[src/rtl/bid_credit_scheduler_pkg.sv]
// Shared constants and the bid arbitration helper for bid_credit_scheduler.
// Holds the default parameter values, the FSM state encodings and pick_winner(),
// which selects the highest eligible bid with round-robin tie-breaking.
package bid_credit_scheduler_pkg;

    // Default configuration values
    localparam int DEF_N_REQ       = 4;
    localparam int DEF_BID_W       = 4;
    localparam int DEF_CREDIT_W    = 10;
    localparam int DEF_CREDIT_INIT = 750;
    localparam int DEF_CREDIT_MAX  = 900;
    localparam int DEF_EPOCH_LEN   = 400;
    localparam int DEF_MAX_HOLD    = 16;
    localparam int DEF_STARVE_LIM  = 60;

    // pick_winner works on fixed-size vectors; callers zero-pad up to these limits
    localparam int MAX_REQ   = 8;
    localparam int MAX_BID_W = 16;

    // FSM state encodings
    localparam logic [1:0] ST_IDLE    = 2'd0;
    localparam logic [1:0] ST_GRANT   = 2'd1;
    localparam logic [1:0] ST_RELEASE = 2'd2;

    // Highest bid among eligible masters; on equal maxima the first index at or
    // after rr_ptr (circularly over n_req entries) wins. Scanning in rotated order
    // and replacing only on a strictly larger bid gives exactly that tie rule.
    // The result is meaningless when no entry of elig is set.
    function automatic logic [2:0] pick_winner(
        input logic [MAX_REQ-1:0][MAX_BID_W-1:0] bids,
        input logic [MAX_REQ-1:0]                elig,
        input logic [2:0]                        rr_ptr,
        input logic [3:0]                        n_req
    );
        logic [2:0]           win;
        logic [MAX_BID_W-1:0] best;
        logic                 found;
        logic [3:0]           idx;
        win   = '0;
        best  = '0;
        found = 1'b0;
        for (int k = 0; k < MAX_REQ; k++) begin
            idx = {1'b0, rr_ptr} + 4'(k);
            if (idx >= n_req) begin
                idx = idx - n_req;
            end
            if ((4'(k) < n_req) && elig[idx[2:0]] &&
                (!found || (bids[idx[2:0]] > best))) begin
                win   = idx[2:0];
                best  = bids[idx[2:0]];
                found = 1'b1;
            end
        end
        return win;
    endfunction

endpackage

[src/rtl/bid_credit_scheduler_credit_bank.sv]
// One master's credit bank. Applies, in order within one cycle: the charge of a
// completed grant (floored at zero), the per-epoch top-up, then saturation at
// CREDIT_MAX. Arithmetic is one bit wider than the bank so nothing wraps.
module bid_credit_scheduler_credit_bank #(
    parameter int BID_W       = 4,
    parameter int CREDIT_W    = 10,
    parameter int CREDIT_INIT = 750,
    parameter int CREDIT_MAX  = 900
) (
    input  logic                clk,
    input  logic                rst,
    input  logic                charge_en,
    input  logic [BID_W-1:0]    charge_amt,
    input  logic                topup_en,
    output logic [CREDIT_W-1:0] credit
);

    localparam int EXT_W = CREDIT_W + 1;
    localparam logic [EXT_W-1:0]    INIT_EXT = EXT_W'(CREDIT_INIT);
    localparam logic [EXT_W-1:0]    MAX_EXT  = EXT_W'(CREDIT_MAX);
    localparam logic [CREDIT_W-1:0] MAX_C    = CREDIT_W'(CREDIT_MAX);
    localparam logic [CREDIT_W-1:0] INIT_C   = CREDIT_W'(CREDIT_INIT);

    logic [CREDIT_W-1:0] bank_q, bank_d;
    logic [EXT_W-1:0]    bank_ext, amt_ext, after_charge, after_topup;

    // Next bank value: charge, then top-up, then clamp to the ceiling
    always_comb begin
        bank_ext     = {1'b0, bank_q};
        amt_ext      = EXT_W'(charge_amt);
        after_charge = bank_ext;
        if (charge_en) begin
            after_charge = (bank_ext >= amt_ext) ? (bank_ext - amt_ext) : '0;
        end
        after_topup = topup_en ? (after_charge + INIT_EXT) : after_charge;
        bank_d      = (after_topup > MAX_EXT) ? MAX_C : after_topup[CREDIT_W-1:0];
    end

    // Bank register
    always_ff @(posedge clk or posedge rst) begin
        if (rst) begin
            bank_q <= INIT_C;
        end else begin
            bank_q <= bank_d;
        end
    end

    assign credit = bank_q;

endmodule

[src/rtl/bid_credit_scheduler.sv]
// Bid/credit arbiter for one shared resource among N_REQ masters.
// IDLE picks the highest eligible bid (round-robin on ties) and registers a
// one-hot grant; GRANT holds it until done, owner request drop or MAX_HOLD
// cycles; RELEASE idles gnt for one cycle while the latched bid is charged.
// Banks are topped up every EPOCH_LEN cycles.
// Optional macro STARVE_GUARD_EN: masters waiting STARVE_LIM cycles are forced
// through at the next IDLE arbitration (lowest starved index first).
module bid_credit_scheduler
    import bid_credit_scheduler_pkg::*;
#(
    parameter int N_REQ       = DEF_N_REQ,
    parameter int BID_W       = DEF_BID_W,
    parameter int CREDIT_W    = DEF_CREDIT_W,
    parameter int CREDIT_INIT = DEF_CREDIT_INIT,
    parameter int CREDIT_MAX  = DEF_CREDIT_MAX,
    parameter int EPOCH_LEN   = DEF_EPOCH_LEN,
    parameter int MAX_HOLD    = DEF_MAX_HOLD,
    parameter int STARVE_LIM  = DEF_STARVE_LIM,
    localparam int ID_W       = $clog2(N_REQ)
) (
    input  logic                   clk,
    input  logic                   rst,
    input  logic [N_REQ-1:0]       req,
    input  logic [N_REQ*BID_W-1:0] bid,
    input  logic                   done,
    output logic [N_REQ-1:0]       gnt,
    output logic [ID_W-1:0]        gnt_id,
    output logic                   busy
);

    localparam int EXT_W  = CREDIT_W + 1;
    localparam int HOLD_W = $clog2(MAX_HOLD + 1);
    localparam int EP_W   = (EPOCH_LEN > 1) ? $clog2(EPOCH_LEN) : 1;
    localparam logic [N_REQ-1:0] ONE_HOT0 = N_REQ'(1);

    // Registered state
    logic [1:0]        state_q,  state_d;
    logic [N_REQ-1:0]  gnt_q,    gnt_d;
    logic [ID_W-1:0]   gnt_id_q, gnt_id_d;
    logic [BID_W-1:0]  bid_lat_q, bid_lat_d;
    logic [ID_W-1:0]   rr_ptr_q, rr_ptr_d;
    logic [HOLD_W-1:0] hold_q,   hold_d;
    logic [EP_W-1:0]   epoch_q,  epoch_d;

    // Per-master views
    logic [BID_W-1:0]                 bid_arr [N_REQ];
    logic [N_REQ-1:0][CREDIT_W-1:0]   credit_all;
    logic [N_REQ-1:0]                 elig;
    logic [N_REQ-1:0]                 charge_en;
    logic [MAX_REQ-1:0][MAX_BID_W-1:0] bids_ext;
    logic [MAX_REQ-1:0]               elig_ext;

    // Arbitration result
    logic [ID_W-1:0] win_idx;
    logic            sel_valid;
    logic [ID_W-1:0] sel_idx;
    logic            epoch_wrap;

    genvar gi;

    generate
        for (gi = 0; gi < N_REQ; gi++) begin : g_master
            assign bid_arr[gi]   = bid[gi*BID_W +: BID_W];
            assign elig[gi]      = req[gi] && (bid_arr[gi] != '0) &&
                                   (EXT_W'(credit_all[gi]) >= EXT_W'(bid_arr[gi]));
            assign charge_en[gi] = (state_q == ST_RELEASE) && (gnt_id_q == ID_W'(gi));

            bid_credit_scheduler_credit_bank #(
                .BID_W       (BID_W),
                .CREDIT_W    (CREDIT_W),
                .CREDIT_INIT (CREDIT_INIT),
                .CREDIT_MAX  (CREDIT_MAX)
            ) u_bank (
                .clk        (clk),
                .rst        (rst),
                .charge_en  (charge_en[gi]),
                .charge_amt (bid_lat_q),
                .topup_en   (epoch_wrap),
                .credit     (credit_all[gi])
            );
        end

        // Pad the arbitration inputs out to the helper's fixed width
        for (gi = 0; gi < MAX_REQ; gi++) begin : g_pad
            if (gi < N_REQ) begin : g_used
                assign bids_ext[gi] = MAX_BID_W'(bid_arr[gi]);
                assign elig_ext[gi] = elig[gi];
            end else begin : g_unused
                assign bids_ext[gi] = '0;
                assign elig_ext[gi] = 1'b0;
            end
        end
    endgenerate

    assign win_idx    = ID_W'(pick_winner(bids_ext, elig_ext, 3'(rr_ptr_q), 4'(N_REQ)));
    assign epoch_wrap = (epoch_q == EP_W'(EPOCH_LEN - 1));

`ifdef STARVE_GUARD_EN
    localparam int SW = $clog2(STARVE_LIM + 1);

    logic [SW-1:0]    starve_q [N_REQ];
    logic [SW-1:0]    starve_d [N_REQ];
    logic [N_REQ-1:0] starved;
    logic [N_REQ-1:0] grant_now;
    logic             forced_any;
    logic [ID_W-1:0]  forced_idx;

    generate
        for (gi = 0; gi < N_REQ; gi++) begin : g_starve
            assign starved[gi]   = req[gi] && (starve_q[gi] == SW'(STARVE_LIM));
            assign grant_now[gi] = (state_q == ST_IDLE) && sel_valid && (sel_idx == ID_W'(gi));
        end
    endgenerate

    // Lowest starved index overrides the bid contest
    always_comb begin
        forced_any = |starved;
        forced_idx = '0;
        for (int i = N_REQ - 1; i >= 0; i--) begin
            if (starved[i]) begin
                forced_idx = ID_W'(i);
            end
        end
    end

    // Wait counters: count while requesting without the grant, saturate, clear otherwise
    always_comb begin
        for (int i = 0; i < N_REQ; i++) begin
            starve_d[i] = starve_q[i];
            if (!req[i] || gnt_q[i] || grant_now[i]) begin
                starve_d[i] = '0;
            end else if (starve_q[i] != SW'(STARVE_LIM)) begin
                starve_d[i] = starve_q[i] + SW'(1);
            end
        end
    end

    // Wait counter registers
    always_ff @(posedge clk or posedge rst) begin
        if (rst) begin
            for (int i = 0; i < N_REQ; i++) begin
                starve_q[i] <= '0;
            end
        end else begin
            for (int i = 0; i < N_REQ; i++) begin
                starve_q[i] <= starve_d[i];
            end
        end
    end

    assign sel_valid = forced_any || (|elig);
    assign sel_idx   = forced_any ? forced_idx : win_idx;
`else
    assign sel_valid = |elig;
    assign sel_idx   = win_idx;
`endif

    // Grant FSM, round-robin pointer, hold counter and epoch counter
    always_comb begin
        state_d   = state_q;
        gnt_d     = gnt_q;
        gnt_id_d  = gnt_id_q;
        bid_lat_d = bid_lat_q;
        rr_ptr_d  = rr_ptr_q;
        hold_d    = hold_q;
        epoch_d   = epoch_wrap ? '0 : (epoch_q + EP_W'(1));
        case (state_q)
            ST_IDLE: begin
                if (sel_valid) begin
                    state_d   = ST_GRANT;
                    gnt_d     = ONE_HOT0 << sel_idx;
                    gnt_id_d  = sel_idx;
                    bid_lat_d = bid_arr[sel_idx];
                    rr_ptr_d  = (sel_idx == ID_W'(N_REQ - 1)) ? '0 : (sel_idx + ID_W'(1));
                    hold_d    = '0;
                end
            end
            ST_GRANT: begin
                hold_d = hold_q + HOLD_W'(1);
                if (done || !req[gnt_id_q] || (hold_q == HOLD_W'(MAX_HOLD - 1))) begin
                    state_d = ST_RELEASE;
                    gnt_d   = '0;
                end
            end
            ST_RELEASE: begin
                state_d = ST_IDLE;
            end
            default: begin
                state_d = ST_IDLE;
                gnt_d   = '0;
            end
        endcase
    end

    // Control registers
    always_ff @(posedge clk or posedge rst) begin
        if (rst) begin
            state_q   <= ST_IDLE;
            gnt_q     <= '0;
            gnt_id_q  <= '0;
            bid_lat_q <= '0;
            rr_ptr_q  <= '0;
            hold_q    <= '0;
            epoch_q   <= '0;
        end else begin
            state_q   <= state_d;
            gnt_q     <= gnt_d;
            gnt_id_q  <= gnt_id_d;
            bid_lat_q <= bid_lat_d;
            rr_ptr_q  <= rr_ptr_d;
            hold_q    <= hold_d;
            epoch_q   <= epoch_d;
        end
    end

    assign gnt    = gnt_q;
    assign gnt_id = gnt_id_q;
    assign busy   = (state_q == ST_GRANT) || (state_q == ST_RELEASE);

endmodule

[config.mk]
export PLATFORM = sky130hd
export DESIGN_NAME = bid_credit_scheduler
export DESIGN_NICKNAME = d
export VERILOG_FILES = /design/src/rtl/bid_credit_scheduler_pkg.sv /design/src/rtl/bid_credit_scheduler_credit_bank.sv /design/src/rtl/bid_credit_scheduler.sv
export SDC_FILE = /design/constraint.sdc
export NUM_CORES = 1
export LEC_CHECK = 0
export CORE_UTILIZATION = 55
export CTS_BUF_LIST = sky130_fd_sc_hd__clkbuf_16
export DETAILED_ROUTE_END_ITERATION = 16
export PLACE_DENSITY_LB_ADDON = 0.2
export SYNTH_ARGS = -nofsm -noshare
export SYNTH_HDL_FRONTEND = slang
export SYNTH_SLANG_ARGS = --single-unit
[constraint.sdc]
create_clock -name clk -period 7.7 [get_ports clk]
set_clock_uncertainty 0.05 [all_clocks]
set_input_delay 0.77 -clock clk [delete_from_list [all_inputs] [get_ports clk]]
set_output_delay 0.77 -clock clk [all_outputs]
set_load 0.005 [all_outputs]
Word-level counts from Yosys, hierarchy flattened
Cells that the tools add are included.

Input bits: 23. Flip-flop bits (word level): 68. Word-level logic and storage cells: 165.

Muxes and demuxes: 61. Bitwise logic cells: 2. Reduce and logical (&&, ||, !) cells: 37. Eq/ne operators: 10. Shifts and indexed selects: 1. $lt $le $gt $ge: 25. Add/sub/neg operators: 18.

Operators by type and width (count): $bmux 16 s3 (4); $mux 11 (12); $mux 16 (7); $ge 10x4->1 (8); $gt 16x16->1 (3); $add 11x10->11 const B (4); $gt 11x10->1 const B (4); $sub 10x4->11 (4); $mux 10 (4); $lt 3x4->1 const B (4); $mux 4 (4); $reduce_bool 4->1 (4); $logic_and 1x1->1 (15); $mux 2 (7); $bmux 1 s3 (4); $ge 3x3->1 const B (4); $mux 3 (4); $pmux 4 s3 (1); $pmux 5 s2 (1); $add 9x1->9 const B (1); $eq 9x9->1 const B (1); $mux 9 (1); $sub 3x3->3 const B (3); $bmux 4 s2 (1); 25 further kinds (49).

Longest topological paths before layout
Word-level depth: 22. Depth in mapped cells: 39. Depth with buffers taken out: 39.

Modules after synthesis
From an unflattened synthesis, not the netlist that was laid out.

Cells, all modules: 1068. Area, all modules: 8794.7 um2.

Modules (own cells, without submodules): bid_credit_scheduler (times used 1, seq. area each 700.7 um2, area each 3567.2 um2, cells an instance 430); bid_credit_scheduler_credit_bank at g_master[1].u_bank ... (times used 2, seq. area each 259.0 um2, area each 1330.0 um2, cells an instance 158); bid_credit_scheduler_credit_bank at g_master[0].u_bank (times used 1, seq. area each 259.0 um2, area each 1303.8 um2, cells an instance 161); bid_credit_scheduler_credit_bank at g_master[3].u_bank (times used 1, seq. area each 259.0 um2, area each 1263.7 um2, cells an instance 161).

Worst setup path after synthesis
Ideal clock, no wire load.

Kind: in2reg. From: in bid[3]. To: reg bid_lat_q[3]. Stages on the path: 34. Required time: 7.560 ns. Library setup time: 0.090 ns. Data arrival time: 7.313 ns. Path slack: 0.247 ns. Cell sequence: inv_1 > ha_1 > or4_1 > o31ai_1 > o211a_1 > or2_2 > nor2_1 > a32oi_1 > ha_1 > nor2b_1 > o21ai_0 > a21oi_1 > or3_1 > nand3_1 > mux2_2 > ha_1 > nand4_1 > o21ai_0 > a21oi_1 > o21bai_1 > nand2_1 > mux2i_1 > mux2_2 > ha_1 > a21oi_1 > o21ai_0 > and2_1 > o22ai_1 > a21oi_1 > nor3_1 > o21ba_4 > inv_4 > a2111o_1 > o221ai_1.

Longest elaborated chain between the ends: 22. Elaborated cells on any way between the ends: 48.

Ends and longest elaborated chain: from (decl) (RTL line bid_credit_scheduler.sv:24) `input logic [N_REQ*BID_W-1:0] bid,`; parallel branches: the longest is 17 deep, another holds $gt 16x16->1; $mux 2 * (RTL line bid_credit_scheduler_pkg.sv:47) `if ((4'(k) < n_req) && elig[idx[2:0]] &&`; net sel_idx[0] (RTL line bid_credit_scheduler.sv:56) `logic [ID_W-1:0] sel_idx;`; $not 2->3 (implied by the code) * (RTL line bid_credit_scheduler.sv:173) `bid_lat_d = bid_arr[sel_idx];`; $bmux 4 s2 * (RTL line bid_credit_scheduler.sv:173); $mux 4 (implied by the code) * (2 in series) (RTL line bid_credit_scheduler.sv:173); to (signal assigned) (RTL line bid_credit_scheduler.sv:209) `bid_lat_q <= bid_lat_d;`; to (decl) (RTL line bid_credit_scheduler.sv:40) `logic [BID_W-1:0] bid_lat_q, bid_lat_d;`.

Mark *: on every way through the listed nets, which the timed path passes. The select of a mux whose other input is x is not followed. A chain may end at the register's enable or synchronous reset.

Worst setup path in the final report
From: in bid[11]. To: reg rr_ptr_q[0].

Longest elaborated chain between the ends: 20. Elaborated cells on any way between the ends: 47.

Ends and longest elaborated chain: parallel branches: the longest is 17 deep, another holds $gt 16x16->1; $mux 2 * (RTL line bid_credit_scheduler_pkg.sv:47); net sel_idx[0] (RTL line bid_credit_scheduler.sv:56); $add 2x1->2 or $eq 2x2->1 (tied branches) (RTL line bid_credit_scheduler.sv:174) `rr_ptr_d = (sel_idx == ID_W'(N_REQ - 1)) ? '0 : (sel_idx + ID_W'(1));`; $mux 2 * (RTL line bid_credit_scheduler.sv:174); to (signal assigned) (RTL line bid_credit_scheduler.sv:210) `rr_ptr_q <= rr_ptr_d;`; to (decl) (RTL line bid_credit_scheduler.sv:41) `logic [ID_W-1:0] rr_ptr_q, rr_ptr_d;`.

Marked as above.

==> impl_metrics.json <==
{
  "synth_fa_ha_area_share_pct": 11.2,
  "period_needed_ns": 7.54,
  "crit_top_cell": "buf_4",
  "synth_warnings": 0,
  "finalHoldViolCount": 0,
  "synthMuxAreaShare_pct": 5.83,
  "syn_inst": 934,
  "clock-root-buffer": "clkbuf_16",
  "yosys_register_bits": 68,
  "grt_pass1_vias": 7186,
  "synthFlopType": "dfrtp_1",
  "ys_async_sr_fraction_pct": 100,
  "critPathSlowestCell": "or4_1",
  "drive_gt1_share_pct": 18.6,
  "grt_max_degree": 69,
  "hold_ws_ns": 0.418,
  "r2r_slack_ns": 0.66,
  "syn2layout_area_growth_pct": 18.8,
  "grt_most_used_layer": "met2",
  "setup_tns_ns": 0,
  "vias": 7519,
  "numCtsBuffers": 9,
  "cp.arrival_ns": 7.74,
  "synth_top_area_share_pct": 13.2,
  "globalRouteOverflowTotal": 0,
  "max_cap_violations": 0,
  "antenna_found_initial": 0,
  "status": "finished clean",
  "post_synth_num_cell_types": 99,
  "synth_top_family_by_area": "simple AND/OR/NAND/NOR gates",
  "cp-startpoint": "bid[11]",
  "drc": 0,
  "synthSimpleGateAreaFrac_pct": 24.8,
  "hold_path.class": "flop to flop",
  "required_ns": 7.90,
  "io_buffer_count": 29,
  "critPathLaunchType": "input pin",
  "rows": 42,
  "path_max_fanout": 6,
  "worstRegToRegCells": 38,
  "ctsLongestPathBuffers": 2,
  "synth_compound_area_share_pct": 24.4,
  "wirelength_mm": 21.2,
  "post-dp-hpwl_mm": 15.7,
  "yosysTopAreaCell": "dfrtp_1",
  "max_stage_delay_ns": 0.56,
  "pre_cts_ws_ns": -0.494,
  "synth_commonest_cells": "105 x nand2_1, 71 x nor2_1, 61 x ha_1",
  "fmax_mhz": 133,
  "ctsHoldBuffers": 0,
  "clk_pin_slew_ns": 0.06,
  "viasPerCell": 6.29,
  "die_w_um": 119,
  "clock-sinks": 68,
  "core-area_sq_mm": 0.0133,
  "syn_area_per_cell_sq_um": 8.13,
  "worst_slack_ns": 0.159,
  "endpoint_kind": "flop",
  "cts_tree": "done",
  "finalSetupViolCount": 0,
  "io_pins": 30,
  "worstSetupPathType": "input pin to flop",
  "start_util_pct": 56.9,
  "gp_congestion": 1.00,
  "seq_area_frac_synth_pct": 22.9,
  "synth-edff-count": 0,
  "r2r-end": "rr_ptr_q[0]",
  "drt_iter0_drc": 586,
  "max_slew_margin_pct": 20.8,
  "wl_per_cell_um": 17.7,
  "slew_viol_final": 0,
  "cp-endpoint": "rr_ptr_q[0]",
  "post_dp_cell_area_sq_mm": 0.00849,
  "htreeDepth": 3,
  "antenna_left": 0,
  "die_y_um": 119,
  "grt_util_met1_pct": 41.5,
  "synth.most_common_cell": "nand2_1",
  "die-area_sq_mm": 0.0143,
  "layout_worst_path_cycle_share_pct": 97.9,
  "tightest_slew_ns": 1.19,
  "synthesis.area_sq_mm": 0.00759,
  "final_area_sq_mm": 0.00902,
  "met2_usage_pct": 49.2,
  "grt_pass1_wl_mm": 35.1,
  "antennaDiodeCount": 0,
  "synth_xor_xnor_area_share_pct": 6.23,
  "nNetsFinal": 1103,
  "met3_usage_pct": 3.94,
  "reg2reg_from": "g_master[0].u_bank.credit[3]",
  "clock_latency_ns": 0.35,
  "synth_nets": 1022,
  "grt_use_total_pct": 30.8,
  "drt-pass1-iter-count": 7,
  "synth_area_leaders": "dfrtp_1 13%, ha_1 10%, dfstp_2 9.7%, nand2_1 5.2%, xnor2_1 4.2%"
}
-- state kept, by name, summed over array words and instances (netlist names) --
signal	flops
hold_q	5
gnt_id	2
bid_lat_q	4
gnt	4
rr_ptr_q	2
epoch_q	9
state_q	2
g_master.u_bank.credit	40
-- per-layer routing --
metal	vias to the layer above	wire length, um
met5	-	0
met2	270	9930
li1	3639	-
met4	0	547
met1	3572	9430
met3	38	1260
-- what timing repair did --
item,CTS,global route
buffers inserted,0,5
resized for setup,4,37
setup endpoints to repair,11,12
pin swaps,2,14
-- critical path: cells and delay by family --
family | cells | cell delay, ns
AO/OA/AOI/OAI | 15 | 2.45
adder cells (fa/ha/maj) | 4 | 0.91
AND/OR/NAND/NOR | 10 | 1.97
multiplexers | 2 | 0.51
buffers and inverters | 6 | 1.11
-- per-stage QoR --
stage / instances / utilization [%]
after floorplan: 934 / -
after global placement: 1175 / 63.6
after detailed placement: 1175 / 63.6
after CTS: 1191 / 66.2
after global routing: 1196 / 67.5
final: 1196 / 67.5
-- kinds of logic after synthesis --
group | count (synthesis)
buffers and inverters | 90
DFF | 68
and+or+nand+nor | 361
adders and majority gates | 66
xor gates and xnor gates | 54
AOI/OAI and AO/OA | 264
muxes | 31
-- final cells by class --
| type | instances | area (sq um) |
|---|---|---|
| Multi-Input combinational cell | 776 | 5680 |
| Fill cell | 1116 | 4330 |
| Sequential cell | 68 | 1740 |
| Timing Repair Buffer | 100 | 828 |
| Inverter | 60 | 230 |
| Clock buffer | 9 | 225 |
| Tap cell | 176 | 220 |
| Clock inverter | 7 | 98.8 |
-- placed cells by master, fill, tap and decap left out, types with 18 or more instances in the layout --
master,Yosys,layout
clkdlybuf4s50_1,0,27
o21ai_0,56,49
xor2_1,18,18
ha_1,61,57
dfrtp_1,40,40
nor2_1,71,68
inv_1,59,57
nand2b_1,19,18
xnor2_1,36,36
nor3_1,27,26
nor2b_1,18,18
nand3_1,25,24
a21oi_1,46,42
dfstp_2,28,28
nand2_1,105,105
buf_4,1,71
-- worst min-delay path by stage --
stage	startpoint	slack [ns]	depth (start not counted)	endpoint
floorplan	epoch_q[0]	0.38	1	epoch_q[0]
finish	epoch_q[0]	0.42	1	epoch_q[0]
global placement	epoch_q[0]	0.40	1	epoch_q[0]
CTS	epoch_q[0]	0.42	1	epoch_q[0]
detailed placement	epoch_q[0]	0.41	1	epoch_q[0]
global route	epoch_q[2]	0.46	1	epoch_q[2]
Power is left out: the tool's default activity adds up to more than one toggle a clock period on the data nets, which glitch-free logic cannot reach.
